--- src/rtl/lsu_req_ctrl.sv ---
// Load/store request controller between EXU and the data SRAM port.
// One op in flight: decode on accept, drive an aligned SRAM request, extract load data, return to WBU.
module lsu_req_ctrl #(
   parameter int unsigned TIMEOUT = 255
) (
   input  logic        clock,
   input  logic        reset,
   input  logic        in_valid,
   output logic        in_ready,
   input  logic        in_is_load,
   input  logic        in_is_store,
   input  logic [2:0]  in_funct3,
   input  logic [31:0] in_addr,
   input  logic [31:0] in_wdata,
   input  logic [4:0]  in_rd,
   output logic        mem_req_valid,
   input  logic        mem_req_ready,
   output logic [31:0] mem_addr,
   output logic        mem_wen,
   output logic [3:0]  mem_wmask,
   output logic [31:0] mem_wdata,
   input  logic        mem_resp_valid,
   input  logic [31:0] mem_rdata,
   output logic        out_valid,
   input  logic        out_ready,
   output logic [31:0] out_data,
   output logic [4:0]  out_rd,
   output logic [1:0]  out_err
);

   typedef enum logic [1:0] {IDLE, REQ, WAIT, RESP} state_t;

   localparam logic [1:0] ERR_OK  = 2'b00;
   localparam logic [1:0] ERR_MIS = 2'b01;
   localparam logic [1:0] ERR_TMO = 2'b10;
   localparam logic [1:0] ERR_ILL = 2'b11;

   state_t      state, state_nxt;
   logic        ld_q, st_q;
   logic [2:0]  f3_q;
   logic [31:0] addr_q, wdata_q;
   logic [4:0]  rd_q;
   logic [15:0] cnt_q;
   logic [31:0] data_q;
   logic [1:0]  err_q;

   // incoming op decode
   logic       in_mem, in_legal, in_misal;
   logic [1:0] in_err;

   always_comb begin
      in_mem   = in_is_load | in_is_store;
      in_legal = 1'b0;
      if (in_is_load && !in_is_store)
         in_legal = (in_funct3 == 3'b000) || (in_funct3 == 3'b001) || (in_funct3 == 3'b010) ||
                    (in_funct3 == 3'b100) || (in_funct3 == 3'b101);
      else if (in_is_store && !in_is_load)
         in_legal = !in_funct3[2] && (in_funct3[1:0] != 2'b11);
      in_misal = ((in_funct3[1:0] == 2'b01) && in_addr[0]) ||
                 ((in_funct3[1:0] == 2'b10) && (in_addr[1:0] != 2'b00));
      if (!in_mem)        in_err = ERR_OK;
      else if (!in_legal) in_err = ERR_ILL;
      else if (in_misal)  in_err = ERR_MIS;
      else                in_err = ERR_OK;
   end

   logic [1:0]  off;
   logic [31:0] sh, ld_data;
   logic [16:0] cnt_inc;
   logic        tmo;

   assign off     = addr_q[1:0];
   assign sh      = mem_rdata >> {off, 3'b000};
   assign cnt_inc = {1'b0, cnt_q} + 17'd1;
   // the cycle whose increment would make the count reach TIMEOUT is the last WAIT cycle
   assign tmo     = cnt_inc >= 17'(TIMEOUT);

   always_comb begin
      unique case (f3_q)
         3'b000:  ld_data = {{24{sh[7]}}, sh[7:0]};
         3'b100:  ld_data = {24'b0, sh[7:0]};
         3'b001:  ld_data = {{16{sh[15]}}, sh[15:0]};
         3'b101:  ld_data = {16'b0, sh[15:0]};
         default: ld_data = mem_rdata;
      endcase
   end

   always_comb begin
      mem_wmask = 4'b0000;
      mem_wdata = 32'b0;
      if (st_q) begin
         unique case (f3_q[1:0])
            2'b00: begin
               mem_wmask = 4'b0001 << off;
               mem_wdata = {24'b0, wdata_q[7:0]} << {off, 3'b000};
            end
            2'b01: begin
               mem_wmask = 4'b0011 << off;
               mem_wdata = {16'b0, wdata_q[15:0]} << {off, 3'b000};
            end
            default: begin
               mem_wmask = 4'b1111;
               mem_wdata = wdata_q;
            end
         endcase
      end
   end

   assign mem_addr = {addr_q[31:2], 2'b00};
   assign mem_wen  = st_q;
   assign out_data = data_q;
   assign out_rd   = rd_q;
   assign out_err  = err_q;

   always_ff @(posedge clock or posedge reset) begin
      if (reset) state <= IDLE;
      else       state <= state_nxt;
   end

   always_comb begin
      state_nxt     = state;
      in_ready      = 1'b0;
      mem_req_valid = 1'b0;
      out_valid     = 1'b0;
      unique case (state)
         IDLE: begin
            in_ready = 1'b1;
            if (in_valid)
               state_nxt = (in_mem && in_err == ERR_OK) ? REQ : RESP;
         end
         REQ: begin
            mem_req_valid = 1'b1;
            if (mem_req_ready) state_nxt = WAIT;
         end
         WAIT: begin
            if (mem_resp_valid || tmo) state_nxt = RESP;
         end
         RESP: begin
            out_valid = 1'b1;
            if (out_ready) state_nxt = IDLE;
         end
      endcase
   end

   always_ff @(posedge clock or posedge reset) begin
      if (reset) begin
         ld_q    <= 1'b0;
         st_q    <= 1'b0;
         f3_q    <= 3'b0;
         addr_q  <= 32'b0;
         wdata_q <= 32'b0;
         rd_q    <= 5'b0;
         cnt_q   <= 16'b0;
         data_q  <= 32'b0;
         err_q   <= ERR_OK;
      end else begin
         unique case (state)
            IDLE: if (in_valid) begin
               ld_q    <= in_is_load;
               st_q    <= in_is_store;
               f3_q    <= in_funct3;
               addr_q  <= in_addr;
               wdata_q <= in_wdata;
               rd_q    <= in_rd;
               cnt_q   <= 16'b0;
               err_q   <= in_err;
               data_q  <= in_mem ? 32'b0 : in_addr;
            end
            REQ: if (mem_req_ready) cnt_q <= 16'b0;
            WAIT: begin
               cnt_q <= cnt_inc[15:0];
               if (mem_resp_valid) begin
                  data_q <= ld_q ? ld_data : 32'b0;
                  err_q  <= ERR_OK;
               end else if (tmo) begin
                  data_q <= 32'b0;
                  err_q  <= ERR_TMO;
               end
            end
            RESP: ;
         endcase
      end
   end

endmodule

--- config.mk ---
export PLATFORM = sky130hd
export DESIGN_NAME = lsu_req_ctrl
export DESIGN_NICKNAME = d
export VERILOG_FILES = /design/src/rtl/lsu_req_ctrl.sv
export SDC_FILE = /design/constraint.sdc
export NUM_CORES = 1
export LEC_CHECK = 0
export BUFFER_PORTS_ARGS = -buffer_cell sky130_fd_sc_hd__buf_2
export CORE_MARGIN = 2
export CORE_UTILIZATION = 33
export DETAILED_ROUTE_END_ITERATION = 8
export SLEW_MARGIN = 5
export SYNTH_ARGS = -nofsm -noshare
export SYNTH_HDL_FRONTEND = slang
export SYNTH_SLANG_ARGS = --single-unit
--- constraint.sdc ---
create_clock -name clock -period 8.05 [get_ports clock]
set_clock_uncertainty 0.15 [all_clocks]
set_input_delay 0.4025 -clock clock [delete_from_list [all_inputs] [get_ports clock]]
set_output_delay 0.4025 -clock clock [all_outputs]
set_load 0.01 [all_outputs]
==> qor.csv, run 1 <==
stage;metric;value;unit
run_status;status;finished, violations left;
run_status;violations;hold timing;
pwr;p_switching;1410;uW
grt;antenna_found_initial;0;
synthesis;synth_area;7240;um^2
grt;grt_pass1_vias;5806;
cells_and_area;drive_gt1_share;45.1;%
sta;slew_violations;0;
critical_path;worstPathArrival;2.82;ns
pwr;powerDensity;400;nW/um^2
synthesis;yosys_register_bits;126;
floorplanning;ioPinCount;223;
cells_and_area;layoutNonFillerInstCount;1135;
sta;holdWs;-0.0135;ns
route;drt_pass1_iterations;5;
critical_path;path_max_fanout;18;
grt;grt_usage;18.4;%
route;routed_via_density;5.26;
route;final_antenna_net_count;0;
floorplanning;initial_core_util;33.4;%
cells_and_area;multi_input_area;3610;um^2
route;drc_errors;0;
critical_path;cpMaxStageDelayCell;nor2b_1;
job;cap_violations;0;
grt;grt_overflow;0;
cells_and_area;finalNetCount;960;
placed_design;place_congestion;0.830;
clock_network;cts_num_sinks;126;
sta;setup_viol;0;
synthesis;async_flop_share;100;%
sta;rsz0062_at_grt;false;
floorplanning;core_area;21700;um^2
critical_path;critPathKind;reg -> out;
synthesis;syn_area_per_cell;10.8;um^2
synthesis;synth_edf_count;0;
grt;grt_pass1_wl;33.7;mm
cells_and_area;fin_area;8940;um^2
sta;fmax;0.296;GHz
synthesis;synth_ff_type;dfrtp_1;
pwr;internal_power;2170;uW
pwr;comb_power_share;46.2;%
sta;relSlewSlack;29.6;%
critical_path;endpoint_kind;primary output;
floorplanning;dieWidth;152;um
pwr;switching_share;39.5;%
cells_and_area;antenna_cells;0;
cells_and_area;post-route-util;41.2;%
cells_and_area;area_delta_synth_final;23.5;%
sta;fin_crit;3.37;ns
sta;hold_viol_final;6;
critical_path;critPathLaunchType;flip-flop;
pwr;vdd_drop_max;0.000176;V
clock_network;cts_tree;yes;
clock_network;cts-root-buf;clkbuf_16;
sta;worst_pin_slew;1.06;ns
clock_network;path_clk_slew;0.06;ns
synthesis;syn_inst;670;
sta;finalSetupTns;0;ns
critical_path;cp.required;7.50;ns
clock_network;cts_buffers;17;
critical_path;critPathMaxStageDelay;0.72;ns
placed_design;placed_cells;1103;
pwr;p_clk_share;22.8;%
clock_network;cts-htree-levels;4;
synthesis;synth.top_cells.by_area;dfrtp_1 44%, mux2_2 12%, mux2_4 6.0%, o21ai_0 3.7%, a221o_1 3.3%;
synthesis;synth_top_cell_area_share;43.6;%
cells_and_area;regArea;3150;um^2
sta;fin_crit_sh;41.9;%
clock_network;cts-resized-gates;0;
pwr;p_seq_share;31.1;%
route;wl_per_cell;19.0;um
clock_network;hold_buffers;0;
critical_path;crit_path_cell_trace;nor2b_1 -> and2_1 -> a221o_1 -> o211a_1 -> buf_2;
route;drt_iter0_markers;367;
critical_path;critPathLaunch;addr_q[1]$_DFFE_PP0P_;
worst_hold_path;hold_path_class;in -> async;
route;vias;5969;
clock_network;postCtsSetupRepairBufs;0;
floorplanning;die_y;152;um
floorplanning;die-area;23100;um^2
clock_network;cts.path.max_buffers;2;
synthesis;synth_top_cell_by_area;dfrtp_1;
synthesis;ys_warn_count;0;
synthesis;synth.distinct_cells;61;
placed_design;dpl_cell_area;8330;um^2
route;routed_wirelength;21.5;mm
placed_design;dpl.hpwl;15.1;mm
critical_path;r2r_start;cnt_q[0]$_DFFE_PP0P_;
synthesis;yosysSeqAreaShare;43.6;%
cells_and_area;filler_cell_count;2096;
pwr;power_leakage;0.00436;uW
clock_network;clk-insertion-delay-late;0.43;ns
placed_design;io_buffers;220;
floorplanning;rows;54;
grt;grt_max_degree;86;
-- placed cells by master (no fill, tap or decap), types with 6 or more instances in the layout --
cell       count
buf_2        220
dfrtp_1      126
mux2_2        80
nand2_1       63
o21ai_0       54
mux2_4        29
nor2_1        28
a221o_1       24
mux2i_1       19
clkbuf_16     17
a21oi_1       16
nor2b_1       14
inv_1          9
nand2b_1       9
o211a_1        9
and3_1         9
o31ai_1        9
buf_4          9
nand3_1        8
a22oi_1        8
o221ai_1       7
inv_6          6
ha_1           6
-- flip-flops by register name (all words and copies together), names as in the netlist --
name	cells
out_err	2
wdata_q	32
addr_q	32
cnt_q	16
out_data	32
out_rd	5
ld_q	1
mem_wen	1
state	2
f3_q	3
-- synth_stat cells, drive strengths merged, types with 10 or more instances --
cell type / count
buf: 45
mux2i: 19
clkbuf: 30
a21oi: 16
mux2: 109
inv: 10
nor2b: 14
dfrtp: 126
nor2: 28
nand2: 64
o21ai: 55
a221o: 24
-- area by class of cell --
cell class	instances	area share [%]
sequential	126	35.3
clock buffer	18	4.80
timing repair buffer	229	13.1
tap	280	3.92
inverter	10	0.476
multi-input combinational	458	40.4
clock inverter	14	2.03
-- critical path, delay by kind of cell (launching register included) --
family	cells	cell delay, ns
buffers and inverters	1	0.13
flip-flops	1	0.68
AND/OR/NAND/NOR	2	1.19
AO/OA/AOI/OAI	2	0.40
-- worst paths after layout --
| path | slack, ns | cells after the start | to |
|---|---|---|---|
| hold reg to reg | 0.35 | 1 | out_rd[1]$_DFFE_PP0P_ |
| setup / recovery | 4.68 | 5 | mem_wdata[22] |
| min in group clock | 0.06 | 2 | out_rd[3]$_DFFE_PP0P_ |
| setup reg to reg | 4.79 | 8 | out_data[12]$_DFFE_PP0P_ |
| hold / removal | -0.01 | 2 | out_rd[2]$_DFFE_PP0P_ |
| max in group asynchronous | 6.69 | 3 | out_data[12]$_DFFE_PP0P_ |
-- stage by stage --
step	power, uW	worst slack [ns]
floorplan	2320	4.14
global placement	2750	4.87
detailed placement	2770	4.81
CTS	3610	4.65
global route	3810	4.49
finish	3580	4.68
-- metal layers --
metal | vias up | share of wire, % | global-route usage [%] | wire length, um
met5 | - | 0 | 0 | 0
met4 | 0 | 0.74 | 4.05 | 160
met3 | 12 | 7.3 | 5.42 | 1580
met2 | 247 | 48 | 29.5 | 10200
met1 | 2946 | 44 | 24.8 | 9550
li1 | 2764 | - | - | -
-- kinds of logic after synthesis --
| logic type | Yosys count | synth area share, % |
|---|---|---|
| AND/OR/NAND/NOR | 164 | 11.4 |
| AO/OA/AOI/OAI | 154 | 15.5 |
| multiplexers | 129 | 21.4 |
| flip-flops | 126 | 43.6 |
| buffers and inverters | 87 | 6.71 |
| adder cells (fa/ha/maj) | 6 | 1.04 |
| XOR/XNOR | 3 | 0.363 |
| other | 1 | 0.0518 |
-- power by group through the flow --
stage,combinational [uW],clock [uW],sequential (uW)
2_1_floorplan,1250,0,1070
3_3_place_gp,1630,0,1110
3_5_place_dp,1650,0,1120
4_1_cts,1660,833,1110
5_1_grt,1800,866,1150
6_report,1650,815,1110
No activity file was read; power rests on OpenSTA's default activity.
==> inputs of run 2 (changes only) <==
==> constraint.sdc (replaced) <==
create_clock -name clock -period 3.2 [get_ports clock]
set_clock_uncertainty 0.15 [all_clocks]
set_input_delay 0.16 -clock clock [delete_from_list [all_inputs] [get_ports clock]]
set_output_delay 0.16 -clock clock [all_outputs]
set_load 0.01 [all_outputs]
==> run 2 against run 1 <==
  * The flow now finishes without violations
  * Count of clock-buffer cells in the layout is the same
  * Worst hold slack gained 0.031 ns
  * Final cell count grew 8.6%
  * Sequential cell count is the same
  * Clock power grew 140%
  * Global-route usage grew 1.2 points
  * Final area grew 11%
  * Worst setup slack lost 4.4 ns
  * Sequential power grew to 2.5 times the previous value
  * Register-to-register slack lost 4.5 ns
  * Critical path type is now reg -> reg
  * Largest power group unchanged
==> qor.csv, run 2 (synthesis results as in run 1) <==
stage;metric;value;unit
pwr;power_leakage;0.00479;uW
route;final_antenna_net_count;0;
floorplanning;initial_core_util;33.4;%
sta;fin_ws;0.274;ns
critical_path;critPathKind;reg -> reg;
critical_path;endpoint_kind;flip-flop;
route;vias;6258;
pwr;vdd_drop_max;0.000465;V
critical_path;cp.required;3.36;ns
cells_and_area;layout.cells.most_common;buf_2;
floorplanning;rows;54;
clock_network;cts_tree;yes;
clock_network;cts-resized-gates;0;
critical_path;path_max_fanout;22;
grt;grt_pass1_vias;6373;
placed_design;io_buffers;220;
sta;finalSetupTns;0;ns
route;wl_met3;1.51;mm
grt;grt_max_degree;76;
worst_hold_path;hold_path_class;in -> reg;
clock_network;path_clk_slew;0.07;ns
run_status;status;finished, final reports clean;
cells_and_area;filler_cell_count;2005;
grt;antenna_found_initial;0;
route;drc_errors;0;
sta;fin_crit_sh;91.4;%
floorplanning;dieWidth;152;um
floorplanning;core_area;21700;um^2
clock_network;cts_num_sinks;126;
cells_and_area;regArea;3150;um^2
clock_network;clk-insertion-delay-late;0.42;ns
route;met1_length;9.79;mm
critical_path;r2r_start;cnt_q[2]$_DFFE_PP0P_;
critical_path;critPathLaunchType;flip-flop;
clock_network;cts.path.max_buffers;2;
sta;fin_crit;2.93;ns
cells_and_area;antenna_cells;0;
route;top_layer_used;met4;
route;routed_via_density;5.08;
sta;setup_viol;0;
route;wl_per_cell;18.3;um
floorplanning;die-area;23100;um^2
cells_and_area;finalNetCount;1058;
grt;grt_overflow;0;
route;drt_pass1_iterations;4;
critical_path;worstPathArrival;3.08;ns
cells_and_area;multi_input_area;3610;um^2
placed_design;dpl_worst_slack;0.313;ns
job;cap_violations;0;
route;drt_iter0_markers;344;
critical_path;critPathLaunch;cnt_q[2]$_DFFE_PP0P_;
cells_and_area;mostFrequentLayoutCells;220 x buf_2, 126 x dfrtp_1, 87 x dlygate4sd3_1, 80 x mux2_2, 63 x nand2_1;
sta;worst_pin_slew;1.16;ns
clock_network;cts_buffers;17;
sta;fmax;0.342;GHz
floorplanning;ioPinCount;223;
placed_design;place_congestion;0.858;
critical_path;reg2reg_depth;7;
critical_path;endpoint;out_data[29]$_DFFE_PP0P_;
route;routed_wirelength;22.5;mm
sta;slew_violations;0;
sta;hold_viol_final;0;
clock_network;cts-htree-levels;4;
clock_network;postCtsSetupRepairBufs;0;
sta;rsz0062_at_grt;false;
route;wl_met2;10.6;mm
cells_and_area;drive_gt1_share;41.8;%
pwr;powerDensity;923;nW/um^2
grt;grt_pass1_wl;35.9;mm
placed_design;dpl.hpwl;15.7;mm
critical_path;reg2reg_to;out_data[29]$_DFFE_PP0P_;
cells_and_area;area_delta_synth_final;37.2;%
sta;relSlewSlack;22.3;%
grt;grt_usage;19.6;%
critical_path;r2r_slack;0.27;ns
floorplanning;die_y;152;um
clock_network;cts-root-buf;clkbuf_16;
worst_hold_path;hold_start;mem_rdata[18];
clock_network;hold_buffers;87;
run 2: cell types whose count changed in the layout (fill, tap and decap cells not counted), moves of 2 or more:
cell / previous run / this run
inv_6: 6 / 4
buf_12: 0 / 4
clkinvlp_4: 1 / 3
dlygate4sd3_1: 0 / 87
buf_4: 9 / 16
run 2: layout make-up:
cell class / instances / area share (%)
repair buffers: 327 / 21.9
clock buffers: 18 / 4.42
clock inverters: 14 / 1.59
inverters: 10 / 0.416
multi-input cells: 458 / 36.4
well taps: 280 / 3.53
flip-flops and latches: 126 / 31.8
run 2: where the power goes:
part	internal (uW)	switching [uW]	leakage, uW
combinational	2120	2280	0.00292
clock	1180	806	0.000290
sequential	2260	519	0.00158
run 2: worst min-delay path by stage:
stage	to	depth (start not counted)
3_5_place_dp	out_rd[3]$_DFFE_PP0P_	2
4_1_cts	out_data[18]$_DFFE_PP0P_	3
2_1_floorplan	ld_q$_DFFE_PP0P_	1
6_report	out_data[18]$_DFFE_PP0P_	3
5_1_grt	out_data[18]$_DFFE_PP0P_	3
3_3_place_gp	out_rd[3]$_DFFE_PP0P_	2
run 2: per-layer routing:
metal / track usage (%) / vias to the layer above
li1: - / 2941
met1: 25.4 / 3006
met2: 31.9 / 278
met3: 5.31 / 33
met4: 6.32 / 0
met5: 0 / -
run 2: critical path, cell delays in order (launching register included):
cell     delay (ns)
dfrtp_1        0.51
nand4_4        0.21
or4_1          0.62
nor3b_1        0.17
o21a_1         0.24
a32oi_4        0.31
buf_12         0.24
mux2_2         0.35
run 2: metrics by stage:
step	power, uW	utilization [%]	cell area, um^2	cells	hold WS (ns)
floorplan	5830	-	7240	671	0.161
global placement	7050	39.0	8460	1114	0.0808
detailed placement	7110	39.0	8460	1114	0.0833
CTS	9210	45.8	9930	1233	0.000698
global route	9760	45.8	9930	1233	0.0139
finish	9170	45.8	9930	1233	0.0171
